**src/rtl/uart_pkg.sv**
```systemverilog
// ============================================================================
// Module      : uart_pkg
// Description : Shared constants and types for the UART TX frame scheduler.
// Revision    : 1.0
// ============================================================================
`default_nettype none

package uart_pkg;

    localparam logic [5:0] HDR_MAGIC      = 6'b101101;

    localparam logic [1:0] SRC_GAME_STATE = 2'd0;
    localparam logic [1:0] SRC_GLOVES     = 2'd1;
    localparam logic [1:0] SRC_SCORE      = 2'd2;
    localparam logic [1:0] SRC_MOUSE      = 2'd3;

    typedef enum logic [1:0] {
        IDLE = 2'd0,
        HDR  = 2'd1,
        PAY  = 2'd2
    } uart_sched_state_t;

endpackage

`default_nettype wire

```
**src/rtl/uart_tx_scheduler_if.sv**
```systemverilog
// ============================================================================
// Module      : uart_tx_scheduler_if
// Description : Source data and UART TX FIFO write-port bundle of the scheduler.
// Revision    : 1.0
// ============================================================================
`default_nettype none

interface uart_tx_scheduler_if #(
    parameter int N_SRC = 4
);
    logic                 tx_full;
    logic [N_SRC*8-1:0]   src_data;
    logic                 wr_uart;
    logic [7:0]           w_data;
    logic                 busy;
    logic                 frame_done;

    modport master (
        input  tx_full,
        input  src_data,
        output wr_uart,
        output w_data,
        output busy,
        output frame_done
    );

    modport slave (
        output tx_full,
        output src_data,
        input  wr_uart,
        input  w_data,
        input  busy,
        input  frame_done
    );
endinterface

`default_nettype wire

```
**src/rtl/uart_tx_scheduler_rr_arbiter.sv**
```systemverilog
// ============================================================================
// Module      : rr_arbiter
// Description : Combinational round-robin pick of the first request at or
//               after a pointer; N must be a power of two.
// Revision    : 1.0
// ============================================================================
`default_nettype none

module rr_arbiter #(
    parameter int N     = 4,
    parameter int PTR_W = 2
) (
    input  wire logic [N-1:0]     i_req,
    input  wire logic [PTR_W-1:0] i_ptr,
    output logic      [PTR_W-1:0] o_grant,
    output logic                  o_any_req
);

    logic [PTR_W-1:0] w_idx;

    // Scan offsets from the far end back toward i_ptr so the closest request wins;
    // the index wraps naturally because N == 2**PTR_W.
    always_comb begin
        o_grant   = '0;
        o_any_req = |i_req;
        w_idx     = '0;
        for (int k = N - 1; k >= 0; k--) begin
            w_idx = i_ptr + PTR_W'(k);
            if (i_req[w_idx]) begin
                o_grant = w_idx;
            end
        end
    end

endmodule

`default_nettype wire

```
**src/rtl/uart_tx_scheduler.sv**
```systemverilog
// ============================================================================
// Module      : uart_tx_scheduler
// Description : Round-robin scheduler sending changed/refreshed source bytes
//               to the UART TX FIFO as {header, payload} frames.
// Revision    : 1.0
// ============================================================================
`default_nettype none

module uart_tx_scheduler #(
    parameter int                N_SRC          = 4,
    parameter int                ID_W           = 2,
    parameter logic [7-ID_W:0]   HDR_MAGIC      = uart_pkg::HDR_MAGIC,
    parameter int                REFRESH_CYCLES = 65_000_000
) (
    input  wire logic            clk,
    input  wire logic            rst,
    uart_tx_scheduler_if.master  bus
);

    localparam int             c_cnt_w   = $clog2(REFRESH_CYCLES);
    localparam logic [c_cnt_w-1:0] c_cnt_max = c_cnt_w'(REFRESH_CYCLES - 1);

    localparam logic [1:0] c_st_idle = uart_pkg::IDLE;
    localparam logic [1:0] c_st_hdr  = uart_pkg::HDR;
    localparam logic [1:0] c_st_pay  = uart_pkg::PAY;

    logic [1:0]         r_state;
    logic [ID_W-1:0]    r_rr_ptr;
    logic [ID_W-1:0]    r_id;
    logic [7:0]         r_pay;
    logic               r_wr_uart;
    logic [7:0]         r_w_data;
    logic               r_frame_done;
    logic [c_cnt_w-1:0] r_cnt;

    logic [N_SRC-1:0]   w_pending;
    logic [ID_W-1:0]    w_grant;
    logic               w_any;
    logic               w_tick;
    logic               w_hdr_fire;
    logic               w_pay_fire;

    assign w_tick     = (r_cnt == c_cnt_max);
    assign w_hdr_fire = (r_state == c_st_hdr) && !bus.tx_full && !r_wr_uart;
    assign w_pay_fire = (r_state == c_st_pay) && !bus.tx_full && !r_wr_uart;

    always_ff @(posedge clk) begin
        if (rst || w_tick) begin
            r_cnt <= '0;
        end else begin
            r_cnt <= r_cnt + 1'b1;
        end
    end

    // Per-source shadow and sticky pending. In the clear cycle the comparison is
    // made against the byte being committed to shadow, so a source that moved on
    // after its grant re-arms and one that did not stays quiet.
    for (genvar gi = 0; gi < N_SRC; gi++) begin : g_src
        logic [7:0] r_shadow;
        logic       r_pend;
        logic [7:0] w_src;
        logic [7:0] w_ref;
        logic       w_clr;
        logic       w_set;

        assign w_src = bus.src_data[8*gi +: 8];
        assign w_clr = w_pay_fire && (r_id == ID_W'(gi));
        assign w_ref = w_clr ? r_pay : r_shadow;
        assign w_set = (w_src != w_ref) || w_tick;

        always_ff @(posedge clk) begin
            if (rst) begin
                r_shadow <= '0;
                r_pend   <= 1'b1;
            end else begin
                if (w_clr) begin
                    r_shadow <= r_pay;
                end
                r_pend <= w_set | (r_pend & ~w_clr);
            end
        end

        assign w_pending[gi] = r_pend;
    end

    rr_arbiter #(
        .N     (N_SRC),
        .PTR_W (ID_W)
    ) u_arb (
        .i_req     (w_pending),
        .i_ptr     (r_rr_ptr),
        .o_grant   (w_grant),
        .o_any_req (w_any)
    );

    always_ff @(posedge clk) begin
        if (rst) begin
            r_state      <= c_st_idle;
            r_rr_ptr     <= '0;
            r_id         <= '0;
            r_pay        <= '0;
            r_wr_uart    <= 1'b0;
            r_w_data     <= '0;
            r_frame_done <= 1'b0;
        end else begin
            r_wr_uart    <= 1'b0;
            r_frame_done <= 1'b0;
            case (r_state)
                c_st_idle: begin
                    if (w_any) begin
                        r_pay    <= bus.src_data[{w_grant, 3'b000} +: 8];
                        r_id     <= w_grant;
                        r_rr_ptr <= w_grant + 1'b1;
                        r_state  <= c_st_hdr;
                    end
                end
                c_st_hdr: begin
                    if (w_hdr_fire) begin
                        r_wr_uart <= 1'b1;
                        r_w_data  <= {HDR_MAGIC, r_id};
                        r_state   <= c_st_pay;
                    end
                end
                c_st_pay: begin
                    if (w_pay_fire) begin
                        r_wr_uart    <= 1'b1;
                        r_w_data     <= r_pay;
                        r_frame_done <= 1'b1;
                        r_state      <= c_st_idle;
                    end
                end
                default: r_state <= c_st_idle;
            endcase
        end
    end

    assign bus.wr_uart    = r_wr_uart;
    assign bus.w_data     = r_w_data;
    assign bus.frame_done = r_frame_done;
    assign bus.busy       = (r_state != c_st_idle);

endmodule

`default_nettype wire
```
**src/flat_wrapper.sv**
```systemverilog
// flat-port wrapper written by rule: the top's interface ports become plain ports
module uart_tx_scheduler_flat 
#(
    parameter int                N_SRC          = 4,
    parameter int                ID_W           = 2,
    parameter logic [7-ID_W:0]   HDR_MAGIC      = uart_pkg::HDR_MAGIC,
    parameter int                REFRESH_CYCLES = 65_000_000
)
  (clk, rst, bus_tx_full, bus_src_data, bus_wr_uart, bus_w_data, bus_busy, bus_frame_done);
  uart_tx_scheduler_if #(.N_SRC(N_SRC)) bus_i ();
  input  wire logic clk;
  input  wire logic rst;
  input wire logic [$bits(bus_i.tx_full)-1:0] bus_tx_full;
  input wire logic [$bits(bus_i.src_data)-1:0] bus_src_data;
  output wire logic [$bits(bus_i.wr_uart)-1:0] bus_wr_uart;
  output wire logic [$bits(bus_i.w_data)-1:0] bus_w_data;
  output wire logic [$bits(bus_i.busy)-1:0] bus_busy;
  output wire logic [$bits(bus_i.frame_done)-1:0] bus_frame_done;
  assign bus_i.tx_full = bus_tx_full;
  assign bus_i.src_data = bus_src_data;
  assign bus_wr_uart = bus_i.wr_uart;
  assign bus_w_data = bus_i.w_data;
  assign bus_busy = bus_i.busy;
  assign bus_frame_done = bus_i.frame_done;
  uart_tx_scheduler #(.N_SRC(N_SRC), .ID_W(ID_W), .HDR_MAGIC(HDR_MAGIC), .REFRESH_CYCLES(REFRESH_CYCLES)) u_core (.clk(clk), .rst(rst), .bus(bus_i));
endmodule
```
**config.mk**
```make
export PLATFORM = sky130hd
export DESIGN_NAME = uart_tx_scheduler_flat
export DESIGN_NICKNAME = d
export VERILOG_FILES = /design/src/rtl/uart_pkg.sv /design/src/rtl/uart_tx_scheduler_if.sv /design/src/rtl/uart_tx_scheduler_rr_arbiter.sv /design/src/rtl/uart_tx_scheduler.sv /design/src/flat_wrapper.sv
export SDC_FILE = /design/constraint.sdc
export NUM_CORES = 1
export LEC_CHECK = 0
export ABC_CLOCK_PERIOD_IN_PS = 3200
export CORE_UTILIZATION = 34
export CTS_CLUSTER_SIZE = 24
export DETAILED_ROUTE_END_ITERATION = 10
export PLACE_DENSITY = 0.63
export SYNTH_ARGS = -nofsm -noshare
export SYNTH_HDL_FRONTEND = slang
export SYNTH_SLANG_ARGS = --single-unit
```
**constraint.sdc**
```tcl
create_clock -name clk -period 3.2 [get_ports clk]
set_clock_uncertainty 0.1 [all_clocks]
set_input_delay 0.8 -clock clk [delete_from_list [all_inputs] [get_ports clk]]
set_output_delay 0.8 -clock clk [all_outputs]
set_load 0.02 [all_outputs]
```
==> results of run 1 <==
-- logic make-up after synthesis --
kind of cell,Yosys count,share of synthesized area
DFF,86,0.413
AOI/OAI and AO/OA,53,0.0859
muxes,51,0.123
buffers and inverters,36,0.0393
xor gates and xnor gates,67,0.141
adders and majority gates,5,0.0150
and+or+nand+nor,156,0.183
-- Yosys cell counts (3+ instances only) --
master	n	share of area
ha_1	5	0.015
xor2_1	31	0.065
mux2i_1	51	0.12
and4_1	4	0.0084
o22ai_1	12	0.018
buf_2	5	0.0060
nor2_1	86	0.078
a21o_1	8	0.014
or3_1	3	0.0045
a2111oi_0	4	0.0084
a211oi_1	4	0.0072
nand4_1	10	0.015
nor3_1	10	0.012
o21ai_0	6	0.0072
a21oi_1	10	0.012
inv_1	12	0.011
nor4_1	4	0.0060
dfxtp_1	86	0.41
xnor2_1	36	0.076
nand2_1	7	0.0063
clkbuf_1	15	0.014
and3_1	4	0.0060
nand3_1	14	0.017
-- where the power goes --
part,internal [W],total [W],switching (W)
sequential,0.00117,0.00137,0.000199
clock,0.000630,0.00107,0.000443
combinational,0.000398,0.000839,0.000441
-- sequential cells by signal, summed over array words and instances, names as in the netlist --
name	count
u_core.r_pay	8
u_core.bus.w_data	8
u_core.bus.wr_uart	1
u_core.g_src.r_pend	4
u_core.r_id	2
u_core.g_src.r_shadow	32
u_core.r_rr_ptr	2
u_core.r_cnt	26
u_core.bus.frame_done	1
u_core.r_state	2
-- routing by layer --
| metal | up-vias | part of all wire |
|---|---|---|
| li1 | 1654 | - |
| met4 | 0 | 0.014 |
| met3 | 12 | 0.036 |
| met5 | - | 0 |
| met1 | 1582 | 0.44 |
| met2 | 53 | 0.51 |
-- final cells by class --
cell class                      count  area share
Sequential cell                    86       0.339
Clock buffer                       10      0.0471
Timing Repair Buffer               57       0.105
Tap cell                          147      0.0362
Inverter                           12     0.00887
Multi-Input combinational cell    332       0.450
Clock inverter                      6      0.0136
-- worst max-delay path by stage --
| stage | end | slack, ps | cells past startpoint |
|---|---|---|---|
| detailed placement | u_core.g_src[0].r_pend | 30 | 8 |
| finish | u_core.g_src[0].r_pend | 370 | 8 |
| global placement | u_core.g_src[0].r_pend | 60 | 8 |
| CTS | u_core.g_src[0].r_pend | 390 | 8 |
| global route | u_core.g_src[0].r_pend | 230 | 8 |
| floorplan | u_core.g_src[0].r_pend | 650 | 8 |
-- critical path, delay by kind of cell --
kind | cells | cell delay, ps
buffers and inverters | 2 | 750
AOI/OAI and AO/OA | 1 | 150
muxes | 1 | 300
xor gates and xnor gates | 1 | 100
and+or+nand+nor | 3 | 840
-- per-stage QoR --
stage          cells   util  setup slack, ps  total power [W]  area [um^2]
6_report         650  0.424              375          0.00329         5080
4_1_cts          650  0.424              386          0.00332         5080
2_1_floorplan    454      -              648          0.00191         4170
3_5_place_dp     634  0.399             28.0          0.00223         4770
3_3_place_gp     634  0.399             62.0          0.00221         4770
5_1_grt          650  0.424              227          0.00345         5080
==> results.sh, run 1 <==
export IMPL_cp_max_fo=8
export IMPL_netlist_area_um2=4170
export IMPL_start_util=0.348
export IMPL_tritoncts="yes"
export IMPL_synth_warnings=0
export IMPL_hp_class="flop to flop"
export IMPL_min_path_cells=1
export IMPL_grt_pass1_wl_um=16800
export IMPL_grt_util_met2=0.309
export IMPL_cts_hold_fix_buffers=0
export IMPL_multiInputGateArea_um2=2280
export IMPL_grt_ovfl_total=0
export IMPL_cap_violations=0
export IMPL_p_leak_nw=1.98
export IMPL_path_clk_slew_ps=60
export IMPL_final_max_slew_viol_count=0
export IMPL_startpoint_type="input port"
export IMPL_drcViolationCount=0
export IMPL_ys_seq_area_frac=0.413
export IMPL_dp_hpwl_um=7330
export IMPL_use_met3=0.0383
export IMPL_cts_buffer_depth=2
export IMPL_fin_crit_sh=0.883
export IMPL_seq_area_um2=1720
export IMPL_reg2regPathDepth=9
export IMPL_arrival_ps=2940
export IMPL_diodes=0
export IMPL_dieArea_um2=12700
export IMPL_clock_sinks=86
export IMPL_grt_pass1_vias=3360
export IMPL_ioPinCount=46
export IMPL_crit_chain="clkdlybuf4s50_1, or3b_1, nor3_2, buf_4, mux2i_1, xnor2_1, a31oi_1, nand4_1"
export IMPL_grt_total_usage=0.170
export IMPL_endpoint_kind="flop"
export IMPL_holdCritStartpoint="u_core.r_cnt[0]"
export IMPL_busiest_layer="met2"
export IMPL_dr_pass1_iters=6
export IMPL_synth_edf_count=0
export IMPL_cpPeakStageDelay_ps=490
export IMPL_critPathKind="input port to flop"
export IMPL_die_h_um=113
export IMPL_vias_per_cell=5.08
export IMPL_syn_nets=494
export IMPL_worstMarginPinSlew_ps=838
export IMPL_hold_slack_ps=374
export IMPL_root_buffer="clkbuf_16"
export IMPL_finalWeightedCongestion=0.829
export IMPL_crit_slowest_cell="clkdlybuf4s50_1"
export IMPL_nNetsFinal=538
export IMPL_post_cts_resized=0
export IMPL_r2r_start="u_core.r_state[0]"
export IMPL_worst_slew_margin_rel=0.441
export IMPL_drtAntennaViolNets=0
export IMPL_rr_endpoint="u_core.g_src[0].r_pend"
export IMPL_setup_viol=0
export IMPL_cts_buffers=9
export IMPL_setup_tns_ps=0
export IMPL_vias=3301
export IMPL_async_flop_share=0
export IMPL_netlist_instances=454
export IMPL_fmax_ghz=0.354
export IMPL_synth_area_per_cell_um2=9.17
export IMPL_rrSetupSlack_ps=630
export IMPL_synth_ff_type="dfxtp_1"
export IMPL_hold_viol=0
export IMPL_post_cts_buffers=0
export IMPL_rsz0062_at_grt="no"
export IMPL_min_period_ps=2830
export IMPL_p_per_area_nw_per_um2=647
export IMPL_status="finished, final reports clean"
export IMPL_wl_um=10100
export IMPL_io_buffers=45
export IMPL_drtIter0Drc=149
export IMPL_antenna_found_initial=0
export IMPL_clock_latency_ps=340
export IMPL_whs_endpoint="u_core.r_cnt[0]"
export IMPL_fill_cells=1156
export IMPL_crit_start="bus_tx_full"
export IMPL_grt_max_degree=39
export IMPL_ys_seq_elements=86
export IMPL_coreArea_um2=12000
export IMPL_h_tree_depth=3
export IMPL_ir_drop_uv=266
export IMPL_grt_util_met1=0.194
export IMPL_die_x_um=113
export IMPL_mostFrequentLayoutCells="86 x nor2_1, 86 x dfxtp_1, 51 x mux2i_1"
export IMPL_row_count=40
export IMPL_cp_data_required_time_ps=3320
export IMPL_drive_above_1_share=0.0736
export IMPL_ys_types=44
export IMPL_area_growth_synth_to_final_pct=21.9
export IMPL_routedWlPerCell_um=15.5
(Power assumes the default switching activity.)
==> inputs of run 2 (changes only) <==
- CTS_CLUSTER_SIZE: 24 -> 40
==> results of run 2 <==
The final DEF is identical to that of run 1; final timing and power are the same.
